**src/rtl/systolic_data_setup_pkg.sv**
```systemverilog
// rtl/systolic_data_setup_pkg.sv - shared FSM encodings, default widths and helpers for the skew stage
//
// Purpose : common definitions imported by systolic_data_setup and its interface.
// Contents: sds_state_e   FSM states (IDLE / STREAM / DRAIN)
//           SDS_DEFAULT_DW default activation element width
//           SDS_DEFAULT_ROWS default PE row count
//           sds_cnt_w()    drain counter width, never below 1 bit
package systolic_data_setup_pkg;

    typedef enum logic [1:0] {
        ST_IDLE   = 2'd0,
        ST_STREAM = 2'd1,
        ST_DRAIN  = 2'd2
    } sds_state_e;

    localparam int SDS_DEFAULT_DW   = 8;
    localparam int SDS_DEFAULT_ROWS = 4;

    // A single-row array still needs a legal (1-bit) counter vector.
    function automatic int sds_cnt_w(input int rows);
        return (rows > 1) ? $clog2(rows) : 1;
    endfunction

endpackage

```
**src/rtl/systolic_data_setup_if.sv**
```systemverilog
// rtl/systolic_data_setup_if.sv - valid/ready activation-vector input bundle for the skew stage
//
// Signals : in_valid  producer has a vector
//           in_ready  skew stage can take it this cycle
//           in_data   ROWS lanes of DW bits, lane r = in_data[r*DW +: DW]
//           in_last   marks the final vector of a tile
// Modports: master = producer side, slave = systolic_data_setup side
interface systolic_data_setup_if #(
    parameter int ROWS = systolic_data_setup_pkg::SDS_DEFAULT_ROWS,
    parameter int DW   = systolic_data_setup_pkg::SDS_DEFAULT_DW
) ();

    logic                 in_valid;
    logic                 in_ready;
    logic [ROWS*DW-1:0]   in_data;
    logic                 in_last;

    modport master (
        output in_valid,
        output in_data,
        output in_last,
        input  in_ready
    );

    modport slave (
        input  in_valid,
        input  in_data,
        input  in_last,
        output in_ready
    );

endinterface

```
**src/rtl/sds_delay_line.sv**
```systemverilog
// rtl/sds_delay_line.sv - reset-to-zero shift register of DEPTH stages, DEPTH=0 is a wire
//
// Parameters: DEPTH  number of register stages (0 = combinational passthrough)
//             W      bit width of each stage
// Ports     : clk, rst_n (async active-low), in_d (stage input), out_q (delayed output)
module sds_delay_line #(
    parameter int DEPTH = 1,
    parameter int W     = 8
) (
    input  logic         clk,
    input  logic         rst_n,
    input  logic [W-1:0] in_d,
    output logic [W-1:0] out_q
);

    generate
        if (DEPTH == 0) begin : g_pass
            logic unused_clk_rst;
            assign unused_clk_rst = clk ^ rst_n;
            assign out_q          = in_d;
        end else begin : g_shift
            logic [W-1:0] shift_q [DEPTH];
            logic [W-1:0] shift_d [DEPTH];

            always_comb begin
                shift_d[0] = in_d;
                for (int i = 1; i < DEPTH; i++) begin
                    shift_d[i] = shift_q[i-1];
                end
            end

            always_ff @(posedge clk or negedge rst_n) begin
                if (!rst_n) begin
                    for (int i = 0; i < DEPTH; i++) begin
                        shift_q[i] <= '0;
                    end
                end else begin
                    for (int i = 0; i < DEPTH; i++) begin
                        shift_q[i] <= shift_d[i];
                    end
                end
            end

            assign out_q = shift_q[DEPTH-1];
        end
    endgenerate

endmodule

```
**src/rtl/systolic_data_setup.sv**
```systemverilog
// rtl/systolic_data_setup.sv - input skew stage turning activation vectors into a diagonal wavefront
//
// Ports: clk         rising-edge clock
//        rst_n       asynchronous active-low reset
//        s           systolic_data_setup_if.slave (in_valid/in_ready/in_data/in_last)
//        out_data    lane r -> datain of PE row r, delayed r cycles behind lane 0
//        out_active  lane r -> active of PE row r
//        busy        FSM in STREAM or DRAIN
//        done        one-cycle pulse as the tile's last element leaves lane ROWS-1
//        vec_count   accepted-vector count
// Optional feature macro: SDS_STAT_EN (enables the 16-bit vec_count counter, else tied 0)
module systolic_data_setup
    import systolic_data_setup_pkg::*;
#(
    parameter int ROWS = SDS_DEFAULT_ROWS,
    parameter int DW   = SDS_DEFAULT_DW
) (
    input  logic                 clk,
    input  logic                 rst_n,
    systolic_data_setup_if.slave s,
    output logic [ROWS*DW-1:0]   out_data,
    output logic [ROWS-1:0]      out_active,
    output logic                 busy,
    output logic                 done,
    output logic [15:0]          vec_count
);

    localparam int CW = sds_cnt_w(ROWS);
    // Drain lasts ROWS-1 cycles; counter runs 0..ROWS-2.
    localparam logic [CW-1:0] LAST_CNT = CW'((ROWS > 1) ? ROWS - 2 : 0);

    sds_state_e          state_q, state_d;
    logic [CW-1:0]       cnt_q, cnt_d;
    logic                done_q, done_d;
    logic                busy_q, busy_d;
    logic                in_act_q, in_act_d;
    logic [ROWS*DW-1:0]  in_data_q, in_data_d;
    logic                accept;

    assign s.in_ready = (state_q != ST_DRAIN);
    assign accept     = s.in_valid & s.in_ready;

    // Common input register: a bubble loads zero data with active low so
    // every lane sees the gap at its own skewed position.
    always_comb begin
        in_act_d  = accept;
        in_data_d = accept ? s.in_data : '0;
    end

    always_comb begin
        state_d = state_q;
        cnt_d   = cnt_q;
        done_d  = 1'b0;
        case (state_q)
            ST_IDLE, ST_STREAM: begin
                if (accept) begin
                    if (s.in_last) begin
                        if (ROWS == 1) begin
                            state_d = ST_IDLE;
                            done_d  = 1'b1;
                        end else begin
                            state_d = ST_DRAIN;
                            cnt_d   = '0;
                        end
                    end else begin
                        state_d = ST_STREAM;
                    end
                end
            end
            ST_DRAIN: begin
                if (cnt_q == LAST_CNT) begin
                    state_d = ST_IDLE;
                    done_d  = 1'b1;
                end else begin
                    cnt_d = cnt_q + CW'(1);
                end
            end
            default: begin
                state_d = ST_IDLE;
            end
        endcase
        busy_d = (state_d != ST_IDLE);
    end

    always_ff @(posedge clk or negedge rst_n) begin
        if (!rst_n) begin
            state_q   <= ST_IDLE;
            cnt_q     <= '0;
            done_q    <= 1'b0;
            busy_q    <= 1'b0;
            in_act_q  <= 1'b0;
            in_data_q <= '0;
        end else begin
            state_q   <= state_d;
            cnt_q     <= cnt_d;
            done_q    <= done_d;
            busy_q    <= busy_d;
            in_act_q  <= in_act_d;
            in_data_q <= in_data_d;
        end
    end

    assign done = done_q;
    assign busy = busy_q;

    // Lane r adds r stages after the input register, so lane 0 has one
    // cycle of latency and lane r has r+1.
    generate
        for (genvar r = 0; r < ROWS; r++) begin : g_lane
            logic [DW:0] lane_out;

            sds_delay_line #(
                .DEPTH (r),
                .W     (DW + 1)
            ) u_delay (
                .clk   (clk),
                .rst_n (rst_n),
                .in_d  ({in_act_q, in_data_q[r*DW +: DW]}),
                .out_q (lane_out)
            );

            assign out_active[r]         = lane_out[DW];
            assign out_data[r*DW +: DW]  = lane_out[DW-1:0];
        end
    endgenerate

`ifdef SDS_STAT_EN
    logic [15:0] vec_count_q, vec_count_d;

    always_comb begin
        vec_count_d = accept ? vec_count_q + 16'd1 : vec_count_q;
    end

    always_ff @(posedge clk or negedge rst_n) begin
        if (!rst_n) begin
            vec_count_q <= '0;
        end else begin
            vec_count_q <= vec_count_d;
        end
    end

    assign vec_count = vec_count_q;
`else
    assign vec_count = '0;
`endif

endmodule

```
**src/flat_wrapper.sv**
```systemverilog
// flat-port wrapper written by rule: the top's interface ports become plain ports
module systolic_data_setup_flat import systolic_data_setup_pkg::*;
#(
    parameter int ROWS = SDS_DEFAULT_ROWS,
    parameter int DW   = SDS_DEFAULT_DW
)
  (clk, rst_n, out_data, out_active, busy, done, vec_count, s_in_valid, s_in_data, s_in_last, s_in_ready);
  systolic_data_setup_if #(.ROWS(ROWS), .DW(DW)) s_i ();
  input  logic clk;
  input  logic rst_n;
  output logic [ROWS*DW-1:0] out_data;
  output logic [ROWS-1:0] out_active;
  output logic busy;
  output logic done;
  output logic [15:0] vec_count;
  input wire logic [$bits(s_i.in_valid)-1:0] s_in_valid;
  input wire logic [$bits(s_i.in_data)-1:0] s_in_data;
  input wire logic [$bits(s_i.in_last)-1:0] s_in_last;
  output wire logic [$bits(s_i.in_ready)-1:0] s_in_ready;
  assign s_i.in_valid = s_in_valid;
  assign s_i.in_data = s_in_data;
  assign s_i.in_last = s_in_last;
  assign s_in_ready = s_i.in_ready;
  systolic_data_setup #(.ROWS(ROWS), .DW(DW)) u_core (.clk(clk), .rst_n(rst_n), .s(s_i), .out_data(out_data), .out_active(out_active), .busy(busy), .done(done), .vec_count(vec_count));
endmodule
```
**config.mk**
```make
export PLATFORM = sky130hd
export DESIGN_NAME = systolic_data_setup_flat
export DESIGN_NICKNAME = d
export VERILOG_FILES = /design/src/rtl/systolic_data_setup_pkg.sv /design/src/rtl/systolic_data_setup_if.sv /design/src/rtl/sds_delay_line.sv /design/src/rtl/systolic_data_setup.sv /design/src/flat_wrapper.sv
export SDC_FILE = /design/constraint.sdc
export NUM_CORES = 1
export LEC_CHECK = 0
export CORE_ASPECT_RATIO = 0.5
export CORE_MARGIN = 2
export CORE_UTILIZATION = 41
export CTS_CLUSTER_SIZE = 25
export DETAILED_ROUTE_END_ITERATION = 8
export PLACE_DENSITY = 0.82
export SYNTH_ARGS = -nofsm -noshare
export SYNTH_HDL_FRONTEND = slang
export SYNTH_HIERARCHICAL = 1
export SYNTH_SLANG_ARGS = --single-unit
```
**constraint.sdc**
```tcl
create_clock -name clk -period 1.18 [get_ports clk]
set_input_delay 0.295 -clock clk [delete_from_list [all_inputs] [get_ports clk]]
set_output_delay 0.295 -clock clk [all_outputs]
set_load 0.005 [all_outputs]
```
==> results of run 1 <==
## Yosys cell counts, types with 2 or more instances
cell / count
buf_6: 4
buf_4: 25
and3_1: 32
nand2_1: 3
inv_1: 2
nor3_1: 2
dfrtp_1: 93
o22ai_1: 2
nor2_1: 2
o21ai_0: 4
o21a_1: 2
clkbuf_1: 3
## through the flow
stage	cells	power, mW	setup TNS, ps
detailed placement	340	5.33	-3750
floorplan	194	4.59	0
CTS	358	8.04	-81.6
global placement	340	5.21	-2410
global route	359	8.39	-99.1
finish	359	8.00	-65.3
## cell type report
cell class	instances	area (um^2)	share of cell area, %
Sequential cell	93	2330	60.8
Timing Repair Buffer	89	689	18.0
Multi-Input combinational cell	67	379	9.91
Clock buffer	9	225	5.89
Tap cell	92	115	3.01
Clock inverter	7	81.3	2.13
Inverter	2	7.51	0.196
## logic make-up (layout without fill, tap and decap cells)
logic type | Yosys count | count (layout) | synth area share (%)
and+or+nand+nor | 41 | 41 | 8.35
other | 1 | 16 | 0.130
buffers and inverters | 34 | 107 | 8.70
AOI/OAI and AO/OA | 9 | 9 | 1.90
DFF | 93 | 93 | 80.5
adders and majority gates | 1 | 1 | 0.433
## routing by layer
layer | vias up | GRT usage [%] | part of all wire (%)
li1 | 715 | - | -
met1 | 763 | 17.5 | 41
met2 | 52 | 24.8 | 51
met3 | 14 | 5.71 | 5.4
met4 | 0 | 5.60 | 2.7
met5 | - | 0 | 0
## worst max path at each step
stage / startpoint / end / slack [ps] / cells after the start
5_1_grt: u_core/state_q[0]$_DFF_PN0_ / s_in_ready / -100 / 2
6_report: u_core/state_q[0]$_DFF_PN0_ / s_in_ready / -70 / 2
3_3_place_gp: s_in_valid / u_core/state_q[0]$_DFF_PN0_ / -120 / 3
4_1_cts: u_core/state_q[0]$_DFF_PN0_ / s_in_ready / -80 / 2
3_5_place_dp: s_in_valid / u_core/state_q[0]$_DFF_PN0_ / -170 / 3
2_1_floorplan: u_core/cnt_q[0]$_DFFE_PN0P_ / u_core/cnt_q[0]$_DFFE_PN0P_ / 30 / 5
## worst max-delay path, delay by kind of cell, from the launching register on
kind / cells / cell delay [ps]
buffers and inverters: 1 / 110
DFF: 1 / 380
and+or+nand+nor: 1 / 140
## power groups by stage
stage	clock, mW	combinational (mW)	sequential, mW
after global routing	3.08	1.35	3.97
after floorplan	0	0.625	3.97
after CTS	2.92	1.20	3.92
final	2.85	1.23	3.91
after detailed placement	0	1.35	3.97
after global placement	0	1.29	3.92
## sequential cells by signal, indices dropped and copies added (netlist names)
signal                                 cells
u_core/state_q                             2
u_core/in_act_q                            1
u_core/g_lane.u_delay/g_shift.shift_d     27
u_core/cnt_q                               2
u_core/g_lane.u_delay/out_q               27
u_core/busy                                1
u_core/done                                1
u_core/in_data_q                          32
## what timing repair did
action,in CTS,in global routing
resized for setup,157,4
setup buffers,1,1
endpoints found under the hold margin,18,0
hold buffers,1,0
setup endpoints to repair,41,3
==> impl_metrics.py, run 1 <==
metrics = {
    "sta": {
        "fmax_mhz": 803,
        "min_period_ps": 1250,
        "finalSetupViolations": 1,
        "slew_viol_final": 0,
        "rsz0062_at_grt": "true",
        "setup_slack_ps": -65.3,
        "fin_worst_skew_ps": 3.85,
        "hold_ws_ps": 343,
        "final-hold-violation-count": 0,
        "fin_crit_sh_pct": 106,
    },
    "grt": {
        "grt-ovfl-total": 0,
        "grt_util_all_layers_pct": 14.9,
        "grt_pass1_wl_mm": 8.50,
        "grt_pass1_vias": 1612,
        "grt_max_degree": 42,
        "grt_antenna_before_repair": 0,
    },
    "final_layout": {
        "area_growth_pct": 32.3,
        "final_cell_mix": "93 x dfrtp_1, 38 x buf_2, 34 x clkdlybuf4s50_1, 32 x and3_1, 16 x conb_1",
        "drive_gt1_share_pct": 27.0,
        "fill_cells": 511,
        "antennaDiodeCount": 0,
        "fin_nets": 299,
        "fin_util_pct": 56.6,
        "final_area_mm2": 0.00382,
        "final_common_cell": "dfrtp_1",
    },
    "die": {
        "ios": 91,
        "dieWidth_um": 123,
        "rows": 21,
        "initial_core_util_pct": 42.8,
        "dieArea_mm2": 0.00778,
        "core_area_mm2": 0.00675,
        "die_h_um": 63.4,
    },
    "power_and_ir_drop": {
        "swShare_pct": 24.6,
        "p_seq_share_pct": 48.9,
        "internal_power_mw": 6.03,
        "p_leak_nw": 2.04,
        "vdd_drop_max_mv": 0.836,
        "p_clk_share_pct": 35.7,
        "power_frac_comb_pct": 15.4,
        "p_per_area_mw_per_mm2": 2090,
        "switchingPower_mw": 1.97,
    },
    "setup_path": {
        "crit_fanout": 2,
        "critPathArrivalTime_ps": 950,
        "slowest_delay_ps": 380,
        "crit_path_end_kind": "primary output",
        "crit_type": "flip-flop to primary output",
        "timing.rr.start": "u_core/cnt_q[0]$_DFFE_PN0P_",
        "start_kind": "flip-flop",
        "reg2reg_depth": 5,
        "critical_path_required_ps": 880,
        "rrSetupSlack_ps": 10,
        "worst_path_max_delay_cell": "dfrtp_1",
        "r2r-end": "u_core/cnt_q[1]$_DFFE_PN0P_",
        "crit_path_cell_trace": "nand2b_4, buf_6",
    },
    "route": {
        "wl_per_cell_um": 14.6,
        "drt-initial-drc-count": 87,
        "ant_nets": 0,
        "vias": 1544,
        "route.final.wire_length_mm": 5.23,
        "drcViolationCount": 0,
        "firstDrtPassIters": 4,
        "post_drt_via_cell_ratio": 4.30,
    },
    "run_status": {
        "outcome": "finished, violations left",
        "violations": "negative setup slack",
    },
    "min_path": {
        "min_from": "u_core/g_lane[3].u_delay/g_shift.shift_d[6]$_DFF_PN0_",
        "hp-class": "flip-flop to flip-flop",
        "holdPathStages": 0,
        "hold_end": "u_core/g_lane[3].u_delay/out_q[6]$_DFF_PN0_",
    },
    "place": {
        "gp_congestion": 0.787,
        "place_ws_ps": -168,
        "port_buffers": 74,
        "hpwl_mm": 3.50,
        "placed_area_mm2": 0.00367,
    },
    "clock_tree": {
        "h-tree-depth": 3,
        "cts_tree": "yes",
        "path_clk_slew_ps": 70,
        "clockRootBuffer": "clkbuf_16",
        "cts.sinks": 93,
        "clock_path_buffers": 2,
        "numCtsBuffers": 9,
        "clkLatencyLatePin_ps": 330,
    },
    "synthesis": {
        "yosys_warnings": 6,
        "synthTopCellsByArea": "dfrtp_1 80%, and3_1 6.9%, buf_4 6.5%",
        "async_flop_share_pct": 100,
        "synthDominantCellAreaShare_pct": 80.5,
        "netlist_area_mm2": 0.00289,
        "ys_seq_area_share_pct": 80.5,
        "syn_avg_cell_area_um2": 16.2,
        "synth_ff_type": "dfrtp_1",
        "synth.distinct_cells": 17,
        "yosys.area.top_type": "dfrtp_1",
        "synth_edf_count": 0,
        "synthCells": 179,
        "synth-seq-cells": 93,
    },
    "job": {
        "cap_violations": 0,
    },
}
Power figures use the tool's default switching activity.
==> run 2: changes to the inputs <==
- ABC_CLOCK_PERIOD_IN_PS: unset -> 1180
- RECOVER_POWER: unset -> 25
==> run 2 against run 1 <==
The flow still finishes with violations (negative setup slack). Critical path depth did not move. First-iteration DRC count decreased by 1.1%. Setup slack unchanged. Final area about the same. Critical endpoint unchanged. Largest cell class unchanged. Highest routed layer unchanged.
==> impl_metrics.py, run 2 (same netlist as run 1, synthesis figures left out) <==
metrics = {
    "clock_tree": {
        "cts.sinks": 93,
        "path_clk_slew_ps": 70,
        "h-tree-depth": 3,
        "clock_path_buffers": 2,
        "clkLatencyLatePin_ps": 330,
        "clockRootBuffer": "clkbuf_16",
        "numCtsBuffers": 9,
        "cts_tree": "yes",
    },
    "grt": {
        "grt_antenna_before_repair": 0,
        "grt_max_degree": 42,
        "grt_pass1_wl_mm": 8.50,
        "use_met2_pct": 24.8,
        "grt_pass1_vias": 1612,
        "grtUsageMet1_pct": 17.5,
        "grt-ovfl-total": 0,
        "use_met3_pct": 5.71,
        "grt_util_all_layers_pct": 14.9,
        "grt.busiest_layer": "met2",
    },
    "setup_path": {
        "worst_path_max_delay_cell": "dfrtp_1",
        "start_kind": "flip-flop",
        "cp_num_buf_inv": 1,
        "slowest_delay_ps": 380,
        "crit_family": "flip-flops",
        "crit_path_end_kind": "primary output",
        "crit_path_cell_trace": "nand2b_4, buf_6",
        "crit_fanout": 2,
        "crit_type": "flip-flop to primary output",
        "critical_path_required_ps": 880,
        "critPathArrivalTime_ps": 950,
    },
    "place": {
        "gp_congestion": 0.787,
        "port_buffers": 74,
        "hpwl_mm": 3.50,
    },
    "route": {
        "wl_per_cell_um": 14.6,
        "firstDrtPassIters": 4,
        "drcViolationCount": 0,
        "post_drt_via_cell_ratio": 4.30,
        "drt-initial-drc-count": 86,
        "route.final.wire_length_mm": 5.23,
        "ant_nets": 0,
        "vias": 1544,
    },
    "sta": {
        "max_slew_margin_pct": 62.4,
        "hold_ws_ps": 343,
        "fin_crit_sh_pct": 106,
        "final-hold-violation-count": 0,
        "setup_slack_ps": -65.3,
        "finalSetupViolations": 1,
        "fin_tns_setup_ps": -65.3,
        "slew_viol_final": 0,
        "fin_worst_skew_ps": 4.10,
        "fmax_mhz": 803,
        "tightestPinTransition_ps": 564,
        "rsz0062_at_grt": "true",
        "min_period_ps": 1250,
    },
    "power_and_ir_drop": {
        "internal_power_mw": 6.03,
        "p_leak_nw": 2.04,
        "switchingPower_mw": 1.97,
        "p_per_area_mw_per_mm2": 2090,
        "p_clk_share_pct": 35.7,
        "vdd_drop_max_mv": 0.836,
        "power_frac_comb_pct": 15.4,
        "swShare_pct": 24.6,
        "p_seq_share_pct": 48.9,
    },
    "final_layout": {
        "largest_reg_flops": 32,
        "final_cell_mix": "93 x dfrtp_1, 38 x buf_2, 34 x clkdlybuf4s50_1, 32 x and3_1, 16 x conb_1",
        "area_growth_pct": 32.2,
        "drive_gt1_share_pct": 27.0,
        "antennaDiodeCount": 0,
        "fill_cells": 511,
        "top_register": "u_core/in_data_q",
        "final_common_cell": "dfrtp_1",
        "fin_nets": 299,
    },
    "run_status": {
        "violations": "negative setup slack",
        "outcome": "finished, violations left",
    },
    "die": {
        "ios": 91,
        "initial_core_util_pct": 42.8,
        "rows": 21,
        "dieWidth_um": 123,
        "die_h_um": 63.4,
        "core_area_mm2": 0.00675,
        "dieArea_mm2": 0.00778,
    },
    "job": {
        "cap_violations": 0,
    },
    "min_path": {
        "hp-class": "flip-flop to flip-flop",
    },
}
## run 2: cell types whose count changed in the layout (fill, tap and decap cells not counted)
| cell | change |
|---|---|
| buf_4 | -1 |
| clkbuf_2 | +1 |
## run 2: path summary, 6_finish.rpt
check	end	from	cells past startpoint	slack [ps]
min in group asynchronous	u_core/g_lane[3].u_delay/out_q[6]$_DFF_PN0_	rst_n	2	490
worst min register to register	u_core/g_lane[3].u_delay/out_q[6]$_DFF_PN0_	u_core/g_lane[3].u_delay/g_shift.shift_d[6]$_DFF_PN0_	0	340
worst min-delay path	u_core/g_lane[3].u_delay/out_q[6]$_DFF_PN0_	u_core/g_lane[3].u_delay/g_shift.shift_d[6]$_DFF_PN0_	0	340
worst max-delay path	s_in_ready	u_core/state_q[0]$_DFF_PN0_	2	-70
worst max register to register	u_core/cnt_q[1]$_DFFE_PN0P_	u_core/cnt_q[0]$_DFFE_PN0P_	5	10
max in group asynchronous	u_core/in_data_q[6]$_DFF_PN0_	rst_n	3	70
## run 2: power by group through the flow
stage / Sequential [mW] / Combinational, mW / Clock (mW)
4_1_cts: 3.92 / 1.20 / 2.92
2_1_floorplan: 3.97 / 0.625 / 0
6_report: 3.91 / 1.23 / 2.85
3_3_place_gp: 3.92 / 1.29 / 0
5_1_grt: 3.97 / 1.35 / 3.08
3_5_place_dp: 3.97 / 1.35 / 0
## run 2: final cells by class
type / instances / area, um^2 / area share (%)
Sequential cell: 93 / 2330 / 60.9
Timing Repair Buffer: 89 / 687 / 18.0
Multi-Input combinational cell: 67 / 379 / 9.92
Clock buffer: 9 / 225 / 5.89
Tap cell: 92 / 115 / 3.01
Clock inverter: 7 / 81.3 / 2.13
Inverter: 2 / 7.51 / 0.196
## run 2: metal layers
| metal | share of wire [%] | routed length (um) |
|---|---|---|
| met2 | 51 | 2690 |
| met4 | 2.7 | 140 |
| met1 | 41 | 2120 |
| met5 | 0 | 0 |
| met3 | 5.4 | 280 |
## run 2: what timing repair did
| item | 4_1_cts | 5_1_grt |
|---|---|---|
| hold endpoints to repair | 18 | 0 |
| setup endpoints to repair | 41 | 3 |
| pin swaps | 0 | 0 |
| buffers inserted | 1 | 1 |
| resized for setup | 157 | 4 |
| hold buffers | 1 | 0 |
## run 2: through the flow
stage	util (%)	cells	instance area, um^2	power (mW)	setup WS (ps)
3_5_place_dp	54.4	340	3670	5.33	-168
4_1_cts	56.5	358	3820	8.04	-81.6
5_1_grt	56.6	359	3820	8.39	-99.1
2_1_floorplan	-	194	2950	4.59	26.0
3_3_place_gp	54.4	340	3670	5.21	-117
6_report	56.6	359	3820	8.00	-65.3
